==> config.mk <==
export PLATFORM = sky130hd
export DESIGN_NAME = multicycle_control
export DESIGN_NICKNAME = d
export VERILOG_FILES = /design/src/rtl/multicycle_control.sv
export SDC_FILE = /design/constraint.sdc
export NUM_CORES = 1
export LEC_CHECK = 0
export CAP_MARGIN = 0
export CORE_ASPECT_RATIO = 0.9
export CORE_MARGIN = 5
export CORE_UTILIZATION = 51
export CTS_CLUSTER_DIAMETER = 30
export DETAILED_ROUTE_END_ITERATION = 12
export PLACE_DENSITY = 0.95
export RECOVER_POWER = 25
export SLEW_MARGIN = 20
export SYNTH_ARGS = -nofsm -noshare
export SYNTH_HDL_FRONTEND = slang
export SYNTH_SLANG_ARGS = --single-unit
==> constraint.sdc <==
create_clock -name clk -period 4 [get_ports clk]
set_input_delay 0.8 -clock clk [delete_from_list [all_inputs] [get_ports clk]]
set_output_delay 0.8 -clock clk [all_outputs]
set_load 0.01 [all_outputs]
==> src/rtl/multicycle_control.sv <==
// ============================================================================
//  Module      : multicycle_control
//  Description : Main control FSM for a multicycle MIPS-subset datapath
//                (lw, sw, R-type, beq, j, addi). Moore-decoded controls,
//                except IRWrite/PCWrite in FETCH, which follow mem_ready.
//                Also counts retired instructions.
//  Revision    : 1.0 - initial release
// ============================================================================
`default_nettype none

module multicycle_control #(
    parameter int OPCODE_W = 6,
    parameter int CNT_W    = 32
) (
    input  logic                clk,
    input  logic                rst,          // asynchronous, active-low
    input  logic [OPCODE_W-1:0] Opcode,
    input  logic                mem_ready,
    output logic                PCWrite,
    output logic                PCWriteCond,
    output logic                IorD,
    output logic                MemRead,
    output logic                MemWrite,
    output logic                IRWrite,
    output logic                MemtoReg,
    output logic                RegDst,
    output logic                RegWrite,
    output logic                ALUSrcA,
    output logic [1:0]          ALUOp,
    output logic [1:0]          ALUSrcB,
    output logic [1:0]          PCSource,
    output logic [3:0]          state,
    output logic                halted,
    output logic [CNT_W-1:0]    instret
);

    typedef enum logic [3:0] {
        S_FETCH  = 4'd0,
        S_DECODE = 4'd1,
        S_MEMADR = 4'd2,
        S_MEMRD  = 4'd3,
        S_MEMWB  = 4'd4,
        S_MEMWR  = 4'd5,
        S_EXEC   = 4'd6,
        S_RWB    = 4'd7,
        S_BRANCH = 4'd8,
        S_JUMP   = 4'd9,
        S_ADDIEX = 4'd10,
        S_ADDIWB = 4'd11,
        S_HALT   = 4'd15
    } state_t;

    localparam logic [OPCODE_W-1:0] c_OP_LW   = OPCODE_W'(6'b100011);
    localparam logic [OPCODE_W-1:0] c_OP_SW   = OPCODE_W'(6'b101011);
    localparam logic [OPCODE_W-1:0] c_OP_RTYP = OPCODE_W'(6'b000000);
    localparam logic [OPCODE_W-1:0] c_OP_BEQ  = OPCODE_W'(6'b000100);
    localparam logic [OPCODE_W-1:0] c_OP_J    = OPCODE_W'(6'b000010);
    localparam logic [OPCODE_W-1:0] c_OP_ADDI = OPCODE_W'(6'b001000);

    state_t r_state;
    state_t w_next_state;
    logic   w_retire;

    // State register and retired-instruction counter
    always_ff @(posedge clk or negedge rst) begin
        if (!rst) begin
            r_state <= S_FETCH;
            instret <= '0;
        end else begin
            r_state <= w_next_state;
            if (w_retire) begin
                instret <= instret + CNT_W'(1);
            end
        end
    end

    // Next-state, retire strobe and Moore-decoded datapath controls
    always_comb begin
        w_next_state = r_state;
        w_retire     = 1'b0;
        PCWrite      = 1'b0;
        PCWriteCond  = 1'b0;
        IorD         = 1'b0;
        MemRead      = 1'b0;
        MemWrite     = 1'b0;
        IRWrite      = 1'b0;
        MemtoReg     = 1'b0;
        RegDst       = 1'b0;
        RegWrite     = 1'b0;
        ALUSrcA      = 1'b0;
        ALUOp        = 2'b00;
        ALUSrcB      = 2'b00;
        PCSource     = 2'b00;

        case (r_state)
            S_FETCH: begin
                MemRead = 1'b1;
                ALUSrcB = 2'b01;
                IRWrite = mem_ready;
                PCWrite = mem_ready;
                if (mem_ready) begin
                    w_next_state = S_DECODE;
                end
            end
            S_DECODE: begin
                ALUSrcB = 2'b11;
                if (Opcode == c_OP_LW || Opcode == c_OP_SW) begin
                    w_next_state = S_MEMADR;
                end else if (Opcode == c_OP_RTYP) begin
                    w_next_state = S_EXEC;
                end else if (Opcode == c_OP_BEQ) begin
                    w_next_state = S_BRANCH;
                end else if (Opcode == c_OP_J) begin
                    w_next_state = S_JUMP;
                end else if (Opcode == c_OP_ADDI) begin
                    w_next_state = S_ADDIEX;
                end else begin
                    w_next_state = S_HALT;
                end
            end
            S_MEMADR: begin
                ALUSrcA      = 1'b1;
                ALUSrcB      = 2'b10;
                w_next_state = (Opcode == c_OP_LW) ? S_MEMRD : S_MEMWR;
            end
            S_MEMRD: begin
                MemRead = 1'b1;
                IorD    = 1'b1;
                if (mem_ready) begin
                    w_next_state = S_MEMWB;
                end
            end
            S_MEMWB: begin
                RegWrite     = 1'b1;
                MemtoReg     = 1'b1;
                w_next_state = S_FETCH;
                w_retire     = 1'b1;
            end
            S_MEMWR: begin
                MemWrite = 1'b1;
                IorD     = 1'b1;
                if (mem_ready) begin
                    w_next_state = S_FETCH;
                    w_retire     = 1'b1;
                end
            end
            S_EXEC: begin
                ALUSrcA      = 1'b1;
                ALUOp        = 2'b10;
                w_next_state = S_RWB;
            end
            S_RWB: begin
                RegWrite     = 1'b1;
                RegDst       = 1'b1;
                w_next_state = S_FETCH;
                w_retire     = 1'b1;
            end
            S_BRANCH: begin
                ALUSrcA      = 1'b1;
                ALUOp        = 2'b01;
                PCWriteCond  = 1'b1;
                PCSource     = 2'b01;
                w_next_state = S_FETCH;
                w_retire     = 1'b1;
            end
            S_JUMP: begin
                PCWrite      = 1'b1;
                PCSource     = 2'b10;
                w_next_state = S_FETCH;
                w_retire     = 1'b1;
            end
            S_ADDIEX: begin
                ALUSrcA      = 1'b1;
                ALUSrcB      = 2'b10;
                w_next_state = S_ADDIWB;
            end
            S_ADDIWB: begin
                RegWrite     = 1'b1;
                w_next_state = S_FETCH;
                w_retire     = 1'b1;
            end
            S_HALT: begin
                w_next_state = S_HALT;
            end
            default: begin
                // Unused encodings fall into HALT rather than wander.
                w_next_state = S_HALT;
            end
        endcase

        // While reset is held the FSM sits in FETCH; keep every strobe quiet
        // so no memory or register write can leak out during reset.
        if (!rst) begin
            PCWrite     = 1'b0;
            PCWriteCond = 1'b0;
            IorD        = 1'b0;
            MemRead     = 1'b0;
            MemWrite    = 1'b0;
            IRWrite     = 1'b0;
            MemtoReg    = 1'b0;
            RegDst      = 1'b0;
            RegWrite    = 1'b0;
            ALUSrcA     = 1'b0;
            ALUOp       = 2'b00;
            ALUSrcB     = 2'b00;
            PCSource    = 2'b00;
        end
    end

    assign state  = r_state;
    assign halted = (r_state == S_HALT);

endmodule

`default_nettype wire

### Word-level counts from Yosys, hierarchy flattened

Cells that the tools add are included.

| word-level totals | value |
|---|---|
| register bits after elaboration | 36 |
| bits of input ports | 9 |
| output and inout port bits | 53 |
| word-level logic and storage cells | 71 |

| operators by class | value |
|---|---|
| $add $sub $neg | 1 |
| equality and inequality tests | 20 |
| muxes and demuxes | 38 |
| reductions and logical operators | 10 |

Operators by type and width:

| cell | count |
|---|---|
| $add 32x1->32 const B | 1 |
| $pmux 4 s8 | 1 |
| $eq 4x4->1 const B | 5 |
| $mux 1 | 20 |
| $mux 4 | 5 |
| $eq 4x3->1 const B | 4 |
| $eq 6x6->1 const B | 2 |
| $mux 3 | 4 |
| $eq 4x2->1 const B | 2 |
| $pmux 2 s2 | 2 |
| $eq 6x2->1 const B | 1 |
| $eq 6x3->1 const B | 1 |
| $eq 6x4->1 const B | 1 |
| $logic_not 6->1 | 1 |
| $mux 2 | 3 |
| $ne 2x2->1 const B | 3 |
| $pmux 2 s3 | 1 |
| $reduce_or 2->1 | 3 |
| $reduce_or 5->1 | 1 |
| $eq 4x1->1 const B | 1 |
| $logic_not 4->1 | 1 |
| $pmux 1 s2 | 2 |
| $reduce_or 4->1 | 1 |
| $reduce_and 3->1 | 1 |
| other kinds (2) | 2 |

### Logic depth before layout (Yosys ltp)

| depth | value |
|---|---|
| word-level depth | 7 |
| depth in mapped cells | 6 |
| gate-level depth less buffers | 5 |

### Worst setup path after synthesis

Ideal clock, no wire load.

| path | value |
|---|---|
| path kind | input port to output port |
| from | in rst |
| to | out ALUOp[0] |
| data arrival time | 1.465 ns |
| required time | 3.200 ns |
| path slack | 1.735 ns |
| stages on the path | 3 |
| cell sequence | nand3b_1 nor3_1 buf_4 |

| between the ends | value |
|---|---|
| word-level cells in the longest chain between the ends | 1 |

Ends and longest elaborated chain:

| item | RTL line | source |
|---|---|---|
| from (decl) | 16 | `input logic rst,` |
| $mux 2 | 193 | `if (!rst) begin` |
| to (decl) | 29 | `output logic [1:0] ALUOp,` |

No other way between the ends.

### Final worst setup path

| path | value |
|---|---|
| from | in rst |
| to | out ALUSrcA |

| between the ends | value |
|---|---|
| word-level cells in the longest chain between the ends | 1 |

Ends and longest elaborated chain:

| item | RTL line | source |
|---|---|---|
| $mux 1 | 193 |  |
| to (decl) | 28 | `output logic ALUSrcA,` |

No other way between the ends.

==> summary.md <==
| Metric | Value |
|---|---|
| Status | finished clean |
| 1st-iter DRT viols | 219 |
| Critical path's top delay family | buffers and inverters |
| Max stage delay on crit path | ~0.54 ns |
| Grt ovf | 0 |
| Die Y | roughly 72 um |
| IO Port Bufs | 61 |
| Count of final hold-check violations | 0 |
| Max_cap viols | 0 |
| Worst slew margin | 60.5% |
| CTS tree | built |
| Final Max Slew Viols | 0 |
| CP max FO | 29 |
| Worst Skew | 0.00424 ns |
| Setup slack after layout | 0.910 ns |
| Vias | 1903 |
| Setup crit start kind | input port |
| Post-synthesis async set-or-reset flop share | 100% |
| CTS Root Buffer Type | clkbuf_8 |
| Post-synth net total | approximately 230 |
| Synth top area cells | dfrtp_1, xor2_1, nor4_2 |
| Routed WL per cell | 17.3 um |
| Final #Nets | around 280 |
| Max Clock Freq | ~0.32 GHz |
| Tot GR Track Use | 20.3% |
| Average instance area after synthesis | 9.99 sq um |
| H-tree depth | 2 |
| # rows | 22 |
| Slowest stage cell, crit path | clkdlybuf4s50_1 |
| I/O pin total | slightly above 60 |
| Clock Sink Count | 36 |
| Synthesis-to-layout area growth | 30.0% |
| Pin count of the biggest net entering global routing | 30 |
| Post-Route Setup TNS | 0 ns |
| Die Footprint | 5700 sq um |
| CORE AREA | a little over 4000 sq um |
| Post-Syn Instances | 219 |
| Worst EP required | between 3 and 4 ns |
| Power per cell area | around 520 nW/um^2 |
| Seq/Total Area, Yosys | between 40% and 50% |
| CP Capture Type | output pin |
| Cell taking the most area after synthesis | dfrtp_1 |
| Initial Util | 53.3% |
| Final Setup Violations | 0 |
| Pre-antenna DRT Iters | 4 |
| Crit Path Category | input port to output pin |
| Post-route DRC | 0 |
| Fin crit share | between 70 and 80% |
| Number of CTS-inserted buffers | 5 |
| First-pass GRT wire length | 9060 um |
| Worst path arrival time | 2.29 ns |
| Initial antenna violation count | 0 |
| CTS Buffer Depth | 2 |
| Clk_lat worst skew | 0.29 ns |
| Vias in the first global route | 1760 |
| DR vias/cell | 5.97 |
| Hold-fix buffers, CTS | 0 |
| Worst Hold Class | input port to async pin |
| Layout cell share with drive strength beyond 1 | roughly a tenth |
| Die extent in x | around 79 um |
| Cell Chain, Critical Path | buf_2 -> buf_4 -> o2111a_1 -> clkdlybuf4s50_1 |
| Final GP Congestion | approximately 0.84 |
| Inserted Diodes | 0 |
| Post-synthesis cell area | 2190 sq um |
| Leak pwr | between 1 and 1.5 nW |
| RSZ-0062 raised after global routing | no |
| Dpl ws | 0.894 ns |
| Most used DFF post-synth | dfrtp_1 |
| Antenna Nets Post-Route | 0 |
| Synth Register Bits | 36 |
| Final HPWL DP | between 3000 and 4000 um |
| Crit path time final | around 3.1 ns |
| Buf/Inv on CP | 3 |
| Final WL | ~5500 um |
| Area share of the largest cell type after synthesis | approximately 41% |
| Post-synth EDFFs | 0 |
| Setup Buffers After CTS | 0 |
| Yosys warns | 0 |
| Worst-path clk slew | 0.06 ns |
| Least-Margin Pin Slew | 0.590 ns |
| Maximum VDD drop | 0.000253 V |
| Yosys cell types | 47 |
| Resized Gates After CTS | 0 |
[synthesized netlist by cell type, types with 3 or more instances]
cell type,n
dfrtp_1,36
xor2_1,31
nand2_1,16
nor4_2,11
nand3_1,10
nor2_1,10
nor3_1,9
nor4_1,9
and3_1,7
o21ai_0,7
and4_1,6
clkbuf_1,6
inv_1,5
a21oi_1,4
nor4b_1,4
xnor2_1,4
buf_4,3
nand4_1,3
[cells by family after synthesis]
family | synth area share [%]
multiplexers | 1.03
flip-flops | 41.2
adder cells (fa/ha/maj) | 0.572
buffers and inverters | 4.80
AND/OR/NAND/NOR | 32.5
XOR/XNOR | 14.0
AO/OA/AOI/OAI | 5.89
[placed cells by master, fill, tap and decap left out, types with 3 or more instances in the layout]
cell type | synthesis | routed
clkdlybuf4s50_1 | 0 | 60
nor3_1 | 9 | 9
inv_1 | 5 | 5
and3_1 | 7 | 7
dfrtp_1 | 36 | 36
xnor2_1 | 4 | 4
and4_1 | 6 | 6
nor4b_1 | 4 | 4
nand4_1 | 3 | 3
nand2_1 | 16 | 16
clkbuf_8 | 0 | 5
nor2_1 | 10 | 10
nand3_1 | 10 | 10
nor4_1 | 9 | 9
xor2_1 | 31 | 31
a21oi_1 | 4 | 4
o21ai_0 | 7 | 7
nor4_2 | 11 | 11
[power by group]
part	switching [mW]	internal, mW	leakage [nW]	total (mW)
clock	0.117	0.112	0.0359	0.229
combinational	0.391	0.306	0.753	0.697
sequential	0.127	0.418	0.480	0.545
total	0.635	0.836	1.27	1.47
[metal layers]
| layer | vias to the layer above | GRT usage, % | part of all wire (%) |
|---|---|---|---|
| li1 | 898 | - | - |
| met1 | 947 | 27.7 | 44 |
| met2 | 54 | 32.5 | 51 |
| met3 | 4 | 4.22 | 3.9 |
| met4 | 0 | 6.30 | 1.3 |
| met5 | - | 0 | 0 |
[sequential cells by signal, indices dropped and copies added, names as in the netlist]
name	cells
state	4
instret	32
[stage by stage]
step           cells  power, mW  hold slack (ns)  util (%)  cell area, sq um
5_1_grt          319       1.56            0.422      69.3              2840
4_1_cts          319       1.47            0.396      69.3              2840
3_3_place_gp     314       1.21            0.456      67.6              2770
3_5_place_dp     314       1.24            0.465      67.6              2770
6_report         319       1.47            0.400      69.3              2840
2_1_floorplan    219      0.968            0.504         -              2190
[layout make-up]
type / instances / area, sq um
Timing Repair Buffer: 62 / 613
Tap cell: 48 / 60.1
Inverter: 5 / 18.8
Clock buffer: 5 / 68.8
Fill cell: 290 / 1260
Multi-Input combinational cell: 163 / 1180
Sequential cell: 36 / 901
[worst reg2reg max path, delay by kind of cell, from the launching register on]
kind / cells / cell delay [ns]
XOR/XNOR: 1 / 0.19
flip-flops: 1 / 0.63
AND/OR/NAND/NOR: 3 / 1.34
[path summary, 6_finish.rpt]
check	start	end	slack, ns	cells after the start
setup / recovery	rst	ALUSrcA	0.91	4
hold / removal	rst	instret[12]	0.40	1
setup reg to reg	state[0]	instret[29]	1.76	4
hold reg to reg	instret[31]	instret[31]	0.47	1
max in group asynchronous	rst	instret[25]	2.93	2
min in group clk	instret[31]	instret[31]	0.47	1
Note: power is estimated with default switching activity, not from simulation.
